<file path="src/rtl/keypad_event_scanner.sv">
// Matrix keypad scanner running on the system clock: column prescaler,
// frame-level debounce and a first-word-fall-through key-event FIFO.

// Generic first-word-fall-through FIFO.
// Latency: a write is visible at the head the next cycle; a pop is reflected the next cycle.
// Backpressure: wr_rdy drops only when full and no pop is taken in the same cycle.
module kes_fifo #(
  parameter int W     = 4,
  parameter int DEPTH = 4
) (
  input  logic                   clock,
  input  logic                   resetn,
  input  logic                   wr_vld,
  input  logic [W-1:0]           wr_dat,
  output logic                   wr_rdy,
  output logic                   rd_vld,
  output logic [W-1:0]           rd_dat,
  input  logic                   rd_rdy,
  output logic [$clog2(DEPTH):0] count
);
  localparam int AW = $clog2(DEPTH);

  logic [W-1:0]  mem [DEPTH];
  logic [AW-1:0] wr_ptr;
  logic [AW-1:0] rd_ptr;
  logic          push;
  logic          pop;

  assign rd_vld = (count != '0);
  assign rd_dat = mem[rd_ptr];
  assign pop    = rd_vld && rd_rdy;
  // A full FIFO still takes a write when the head leaves in the same cycle.
  assign wr_rdy = (count != (AW+1)'(DEPTH)) || pop;
  assign push   = wr_vld && wr_rdy;

  always_ff @(posedge clock or negedge resetn) begin
    if (!resetn) begin
      wr_ptr <= '0;
      rd_ptr <= '0;
      count  <= '0;
      for (int i = 0; i < DEPTH; i++) mem[i] <= '0;
    end else begin
      if (push) begin
        mem[wr_ptr] <= wr_dat;
        wr_ptr      <= wr_ptr + AW'(1);
      end
      if (pop) rd_ptr <= rd_ptr + AW'(1);
      count <= count + (AW+1)'(push) - (AW+1)'(pop);
    end
  end
endmodule

// Keypad scanner: one press event per newly debounced key, lowest code first.
// Latency: event at the FIFO head two cycles after the accepting last-column tick.
// Backpressure: key_ready pops the head; events arriving at a full FIFO are dropped and flagged.
module keypad_event_scanner #(
  parameter int ROWS       = 4,
  parameter int COLS       = 4,
  parameter int SCAN_DIV   = 50000,
  parameter int DEBOUNCE   = 4,
  parameter int FIFO_DEPTH = 4,
  parameter int KEY_W      = $clog2(ROWS*COLS)
) (
  input  logic                        clock,
  input  logic                        resetn,
  input  logic [ROWS-1:0]             row,
  output logic [COLS-1:0]             col,
  output logic [KEY_W-1:0]            key_code,
  output logic                        key_valid,
  input  logic                        key_ready,
  output logic                        keypressed,
  output logic                        overflow,
  output logic [$clog2(FIFO_DEPTH):0] fifo_count
);
  localparam int NK = ROWS * COLS;
  localparam int PW = $clog2(SCAN_DIV);
  localparam int CW = (COLS > 1) ? $clog2(COLS) : 1;
  localparam int SW = $clog2(DEBOUNCE + 1);
  localparam logic [PW-1:0] PRESC_LAST = PW'(SCAN_DIV - 1);
  localparam logic [CW-1:0] COL_LAST   = CW'(COLS - 1);
  localparam logic [SW-1:0] STABLE_MAX = SW'(DEBOUNCE - 1);

  logic [PW-1:0]    presc;
  logic             tick;
  logic [CW-1:0]    col_idx;
  logic [NK-1:0]    raw_map;
  logic [NK-1:0]    prev_map;
  logic [NK-1:0]    deb_map;
  logic [NK-1:0]    new_map;
  logic             frame_end;
  logic [SW-1:0]    stable_cnt;
  logic [SW-1:0]    stable_nxt;
  logic             accept;
  logic             push_vld;
  logic             push_rdy;
  logic [KEY_W-1:0] push_dat;

  assign tick = (presc == PRESC_LAST);
  assign col  = ~(COLS'(1) << col_idx);

  // Rows are sampled at the end of each column's dwell, giving them SCAN_DIV cycles to settle.
  always_ff @(posedge clock or negedge resetn) begin
    if (!resetn) begin
      presc     <= '0;
      col_idx   <= '0;
      raw_map   <= '0;
      frame_end <= 1'b0;
    end else begin
      frame_end <= tick && (col_idx == COL_LAST);
      if (tick) begin
        presc   <= '0;
        col_idx <= (col_idx == COL_LAST) ? '0 : col_idx + CW'(1);
        for (int k = 0; k < NK; k++) begin
          if (CW'(k % COLS) == col_idx) raw_map[k] <= ~row[k / COLS];
        end
      end else begin
        presc <= presc + PW'(1);
      end
    end
  end

  always_comb begin
    stable_nxt = stable_cnt;
    if (raw_map != prev_map)         stable_nxt = '0;
    else if (stable_cnt != STABLE_MAX) stable_nxt = stable_cnt + SW'(1);
  end

  assign accept   = frame_end && (stable_nxt == STABLE_MAX) && (raw_map != deb_map);
  assign new_map  = raw_map & ~deb_map;
  assign push_vld = accept && (new_map != '0);

  // Simultaneous new presses collapse to the lowest key code.
  always_comb begin
    push_dat = '0;
    for (int k = NK - 1; k >= 0; k--) begin
      if (new_map[k]) push_dat = KEY_W'(k);
    end
  end

  always_ff @(posedge clock or negedge resetn) begin
    if (!resetn) begin
      prev_map   <= '0;
      stable_cnt <= '0;
      deb_map    <= '0;
      keypressed <= 1'b0;
      overflow   <= 1'b0;
    end else begin
      if (frame_end) begin
        prev_map   <= raw_map;
        stable_cnt <= stable_nxt;
      end
      if (accept) begin
        deb_map    <= raw_map;
        keypressed <= |raw_map;
      end
      if (push_vld && !push_rdy) overflow <= 1'b1;
    end
  end

  kes_fifo #(
    .W     (KEY_W),
    .DEPTH (FIFO_DEPTH)
  ) u_fifo (
    .clock  (clock),
    .resetn (resetn),
    .wr_vld (push_vld),
    .wr_dat (push_dat),
    .wr_rdy (push_rdy),
    .rd_vld (key_valid),
    .rd_dat (key_code),
    .rd_rdy (key_ready),
    .count  (fifo_count)
  );
endmodule

</file>
<file path="config.mk">
export PLATFORM = sky130hd
export DESIGN_NAME = keypad_event_scanner
export DESIGN_NICKNAME = d
export VERILOG_FILES = /design/src/rtl/keypad_event_scanner.sv
export SDC_FILE = /design/constraint.sdc
export NUM_CORES = 1
export LEC_CHECK = 0
export ABC_AREA = 1
export ABC_CLOCK_PERIOD_IN_PS = 3300
export CAP_MARGIN = 40
export CORE_MARGIN = 2
export CORE_UTILIZATION = 55
export DETAILED_ROUTE_END_ITERATION = 10
export GPL_TIMING_DRIVEN = 0
export PLACE_DENSITY = 0.83
export SKIP_LAST_GASP = 1
export SLEW_MARGIN = 20
export SYNTH_ARGS = -nofsm -noshare
export SYNTH_HDL_FRONTEND = slang
export SYNTH_HIERARCHICAL = 1
export SYNTH_SLANG_ARGS = --single-unit
</file>
<file path="constraint.sdc">
create_clock -name clock -period 3.3 [get_ports clock]
set_input_delay 0.33 -clock clock [delete_from_list [all_inputs] [get_ports clock]]
set_output_delay 0.33 -clock clock [all_outputs]
set_load 0.05 [all_outputs]
</file>
# After elaboration in Yosys (flattened, before gate mapping)
# Cells that the tools add are included.
dict set report word_totals {
  in_bits 7
  regBits 95
  output_inout_bits 14
}
dict set report classes {
  muxes 26
  bitwise 9
  n_reduce_logical 18
  eq_ne 10
  shifts 1
  addsub 7
  magnitude_cmp 3
}
# operator n
set ops {}
lappend ops {{$mux W4} 19}
lappend ops {{$ne A16 B16 Y1} 2}
lappend ops {{$add A16 B1 Y16 const B} 1}
lappend ops {{$and A16 B16 Y16} 1}
lappend ops {{$bwmux W16} 1}
lappend ops {{$eq A16 B16 Y1 const B} 1}
lappend ops {{$mux W16} 1}
lappend ops {{$not A16 Y16} 1}
lappend ops {{$reduce_bool A16 Y1} 1}
lappend ops {{$reduce_or A16 Y1} 1}
lappend ops {{$bmux W4 S2} 1}
lappend ops {{$demux W4 S2} 1}
lappend ops {{$logic_and A1 B1 Y1} 8}
lappend ops {{$reduce_and A2 Y1} 4}
lappend ops {{$add A2 B1 Y2 const B} 3}
lappend ops {{$ge A3 B3 Y1 const B} 2}
lappend ops {{$mux W3} 2}
lappend ops {{$not A2 Y3} 2}
lappend ops {{$eq A2 B2 Y1 const A} 2}
lappend ops {{$not A1 Y1} 4}
lappend ops {{$not A4 Y4} 1}
lappend ops {{$shl A1 B2 Y4 const A} 1}
lappend ops {{$add A3 B1 Y3} 1}
lappend ops {{$add A3 B1 Y3 const B} 1}
lappend ops {{other kinds (12)} 12}

# Depth between registers and ports, before layout
dict set report depth {
  depth_word 19
  depth_mapped 19
}

# Cells and area by module
# Netlist, hierarchy kept.
# mod area_per_inst_um2 cells_each instances
set by_module_without_submodules {}
lappend by_module_without_submodules {keypad_event_scanner 3846.2 447 1}
lappend by_module_without_submodules {kes_fifo 1202.4 134 1}

# Least setup slack after synthesis
# OpenSTA, ideal clock, no wires.
dict set report synth_path {
  kind {register to register}
  from {reg raw_map[15]}
  to {reg u_fifo.count[2]}
  path_slack_ns 0.388
  stages_incl_launch_ff 16
  arrival_ns 2.782
  path_buffers 1
  setup_time_ns 0.130
  cell_sequence {dfrtp_1 > ha_1 > or2_2 > nor3_1 > nand2_1 > nor2_1 > nor2_1 > buf_4 > nand2_4 > ha_1 > inv_1 > ha_1 > inv_1 > fa_1 > xnor2_1 > xor2_1}
}
dict set report synth_between {
  elab_chain_len 9
}
# element line_no
set synth_rtl {}
lappend synth_rtl {{from (decl)} 86} ;# logic [NK-1:0] raw_map;
lappend synth_rtl {{from (signal, indexed assignment)} 114} ;# if (CW'(k % COLS) == col_idx) raw_map[k] <= ~row[k / COLS];
lappend synth_rtl {{$ne A16 B16 Y1} 124} ;# if (raw_map != prev_map) stable_nxt = '0;
lappend synth_rtl {{$mux W3} 124}
lappend synth_rtl {{$eq A3 B2 Y1} 128} ;# assign accept = frame_end && (stable_nxt == STABLE_MAX) && (raw_map != deb_map);
lappend synth_rtl {{$logic_and A1 B1 Y1 (2 in a row)} 128}
lappend synth_rtl {{$logic_and A1 B1 Y1 (*)} 130} ;# assign push_vld = accept && (new_map != '0);
lappend synth_rtl {{named net push_vld} 94} ;# logic push_vld;
lappend synth_rtl {{$logic_and A1 B1 Y1 (*)} 34} ;# assign push = wr_vld && wr_rdy;
lappend synth_rtl {{$add A3 B1 Y3 (*)} 48} ;# count <= count + (AW+1)'(push) - (AW+1)'(pop);
lappend synth_rtl {{$sub A3 B1 Y3 (*)} 48}
lappend synth_rtl {{to (signal assigned)} 48}
lappend synth_rtl {{to (decl)} 19} ;# output logic [$clog2(DEPTH):0] count
# Mark *: on every way through the listed nets, which the timed path passes. The rest lies on a longest branch.
# A chain may end at the register's enable or synchronous reset.

# Final worst setup path
# Same ends and word-level chain as after synthesis.

==> summary.txt <==
Outcome
  – Outcome: finished, final reports clean

Synth
  – Seq/Total Area, Yosys: 47.1%
  – Synthesized area per cell: 8.69 sq um
  – Synthesized Nets: 617
  – Synth area leader: dfrtp_1
  – EDFF count, synth: 0
  – Synth top area share: 47.1%
  – Post-synth ARST share: 100%
  – Syn. warnings: 6
  – Post-Syn Instances: 581
  – Top post-synthesis cells by area: dfrtp_1, nand2_1, ha_1, inv_1, o21ai_0
  – Cell Area, Synth: 5050 sq um
  – Netlist cell types: 35
  – Synth Flop Type: dfrtp_1
  – #FFs+latches synth: 95

Global routing
  – GRT Residual Overflow: 0
  – Vias in the first global route: 3946
  – GRT Util Overall: 22.4%
  – Largest net degree at the start of global routing: 80
  – First-pass GRT wire length: 17900 microns
  – Antenna violations before repair: 0

Timing
  – Total negative slack: 0 ns
  – Min Tclk post-route: 3.13 ns
  – Post-route clock skew: 0.0142 ns
  – Max Slew Vio Count: 0
  – Rel. slew slack: 52.6%
  – Final setup violation count: 0
  – Hold Fails Final Rpt: 0
  – Worst slew pin tran: 0.704 ns
  – Setup ws final: 0.173 ns
  – Fmax: 320 MHz
  – Tcrit/Tclk final: 94.7%

Clock tree
  – Worst-skew pair later-pin latency: 0.37 ns
  – CTS Buf Count: 9
  – CTS root buffer: clkbuf_8
  – Clk buf depth: 2
  – Clock Sinks: 95
  – CTS H-Tree Depth: 3
  – TritonCTS clock tree: built
  – Worst-path clk slew: 0.09 ns

Finish
  – Inserted Diodes: 0
  – Final nets: 654
  – Area grow syn2layout: 12.9%
  – Layout cells sized above 1: 12.1%
  – Fill count: 694

Placed design
  – Detail Placement HPWL: 7410 microns
  – # port buffers: 20
  – Placer Congestion: 0.870
  – Worst slack, placed: -0.0467 ns

Detailed routing
  – Drt first pass iters: 4
  – Post-DR vias/cell: 5.37
  – WL per Instance: 14.0 microns
  – Vias: 3923
  – 1st-iter DRT viols: 232
  – Post-route DRC: 0
  – Final WL: 10200 microns
  – Post-route antenna net violation count: 0

Floorplan
  – Die area: 9960 sq um
  – Top Ports: 21
  – Initial core utilization: 57.3%
  – Core Region: 8810 sq um
  – Die H: 99.8 microns
  – Row cnt: 34
  – DIE WIDTH: 99.8 microns

Critical path
  – Max Fanout on Critical Path: 10
  – Critical Path Source Type: flip-flop
  – Buf/Inv on CP: 3
  – CP max stage delay: 0.49 ns
  – CP Class: reg2reg
  – Crit-path cells: ha_1 > nand4_1 > nor2_1 > a21oi_1 > nand3_1 > nor2_4 > buf_6 > nand2_4 > ha_1 > inv_1 > ha_1 > inv_1 > fa_1 > xnor2_1 > xor2_1
  – Critical Path AT: 3.42 ns
  – Most frequent CP cell: ha_1
  – CP Capture Type: flip-flop
  – Worst path slowest cell: dfrtp_1
  – Family with the most delay on the worst path: adder cells
  – Crit path required time: 3.59 ns

Power
  – PwrDens: 464 nW/um^2
  – Worst vdd ir: 0.000290 V
  – Tot Pwr: 2.64 mW
  – Leak Pwr: 2.92 nW

Worst hold path
  – Worst hold path type: in2async

Flow run
  – Max cap viols: 0
## cell usage after synthesis (3+ instances only)
| master | n |
|---|---|
| nand2_1 | 145 |
| dfrtp_1 | 95 |
| inv_1 | 77 |
| o21ai_0 | 41 |
| nor2_1 | 36 |
| nand4_1 | 30 |
| ha_1 | 28 |
| nand3_1 | 20 |
| xnor2_1 | 19 |
| o21ai_2 | 14 |
| nor3_1 | 10 |
| nor4_1 | 9 |
| xor2_1 | 8 |
| a21oi_1 | 7 |
| nand2_2 | 5 |
| o22ai_1 | 4 |
| buf_6 | 3 |
| clkbuf_1 | 3 |
| nand2_4 | 3 |
| nor2_2 | 3 |
## where the power goes
group	switching, mW	leakage, nW	internal, mW
registers	0.0362	1.21	1.20
clock network	0.407	0.102	0.390
logic	0.403	1.61	0.211
total	0.846	2.92	1.80
## worst paths after layout
| check | slack, ns | from | endpoint | cells past startpoint |
|---|---|---|---|---|
| max | 0.17 | raw_map[15] | u_fifo/count[2] | 15 |
| min | 0.34 | resetn | u_fifo/rd_ptr[0] | 2 |
| max reg2reg | 0.17 | raw_map[15] | u_fifo/count[2] | 15 |
| min reg2reg | 0.48 | u_fifo/mem[6] | u_fifo/mem[6] | 2 |
| max in group asynchronous | 2.31 | resetn | raw_map[8] | 3 |
| min in group clock | 0.48 | u_fifo/mem[6] | u_fifo/mem[6] | 2 |
## logic make-up (layout without fill, tap and decap cells)
logic type / after synthesis / after routing / synth area share [%]
compound gates: 70 / 70 / 8.18
xor+xnor: 27 / 27 / 4.68
fa+ha+maj: 29 / 29 / 7.34
buf+inv: 92 / 133 / 7.83
flops: 95 / 95 / 47.1
mux: 1 / 1 / 0.198
simple gates: 267 / 267 / 24.7
## final cells by class
| class | instances | area (sq um) | share of cell area (%) |
|---|---|---|---|
| well taps | 108 | 135 | 2.37 |
| clock inverters | 4 | 55.1 | 0.966 |
| inverters | 81 | 305 | 5.36 |
| clock buffers | 11 | 151 | 2.66 |
| repair buffers | 26 | 269 | 4.72 |
| flip-flops and latches | 95 | 2390 | 41.9 |
| plain buffers | 11 | 93.8 | 1.65 |
| multi-input cells | 394 | 2300 | 40.4 |
## state kept, by name, summed over array words and instances (netlist names), 2 cells and up
signal / cells
col_idx: 2
deb_map: 16
presc: 16
prev_map: 16
raw_map: 16
stable_cnt: 3
u_fifo/count: 3
u_fifo/mem: 16
u_fifo/rd_ptr: 2
u_fifo/wr_ptr: 2
## through the flow
| step | hold slack, ns | util [%] | area [sq um] | std cells |
|---|---|---|---|---|
| 3_5_place_dp | 0.172 | 61.5 | 5410 | 710 |
| 5_1_grt | 0.350 | 64.7 | 5700 | 730 |
| 6_report | 0.342 | 64.7 | 5700 | 730 |
| 4_1_cts | 0.338 | 64.0 | 5630 | 726 |
| 3_3_place_gp | 0.449 | 61.1 | 5380 | 709 |
| 2_1_floorplan | 0.0344 | - | 5050 | 581 |
## routing by layer
layer	vias to the layer above	track usage, %	share of wire [%]
li1	1955	-	-
met1	1863	28.4	44
met2	88	38.0	50
met3	17	4.04	3.8
met4	0	9.48	1.9
met5	-	0	0
## timing repair
action / CTS / global route
endpoints found under the hold margin: 16 / 0
endpoints found under the setup margin: 1 / 1
setup buffers: 0 / 4
gates resized for setup: 1 / 13
hold buffers: 1 / 0
pin swaps: 0 / 5
## cell usage in the layout, fill, tap and decap left out, types with 3 or more instances in the layout
cell             count
clkbuf_1             3
buf_6                5
nor3_1               8
o21ai_2             14
ha_1                28
nor4_1               9
clkdlybuf4s50_1     19
dfrtp_2              7
nor2_1              34
nand2_1            145
xnor2_1             18
nand3_1             20
nand2_4              3
nand2_2              5
inv_1               77
o21ai_0             41
a21oi_1              7
nand4_1             30
o22ai_1              4
xor2_1               8
clkbuf_8            11
nor2_2               4
nor2_4               3
dfrtp_1             88
buf_4                5
No activity file was read; power rests on OpenSTA's default activity.
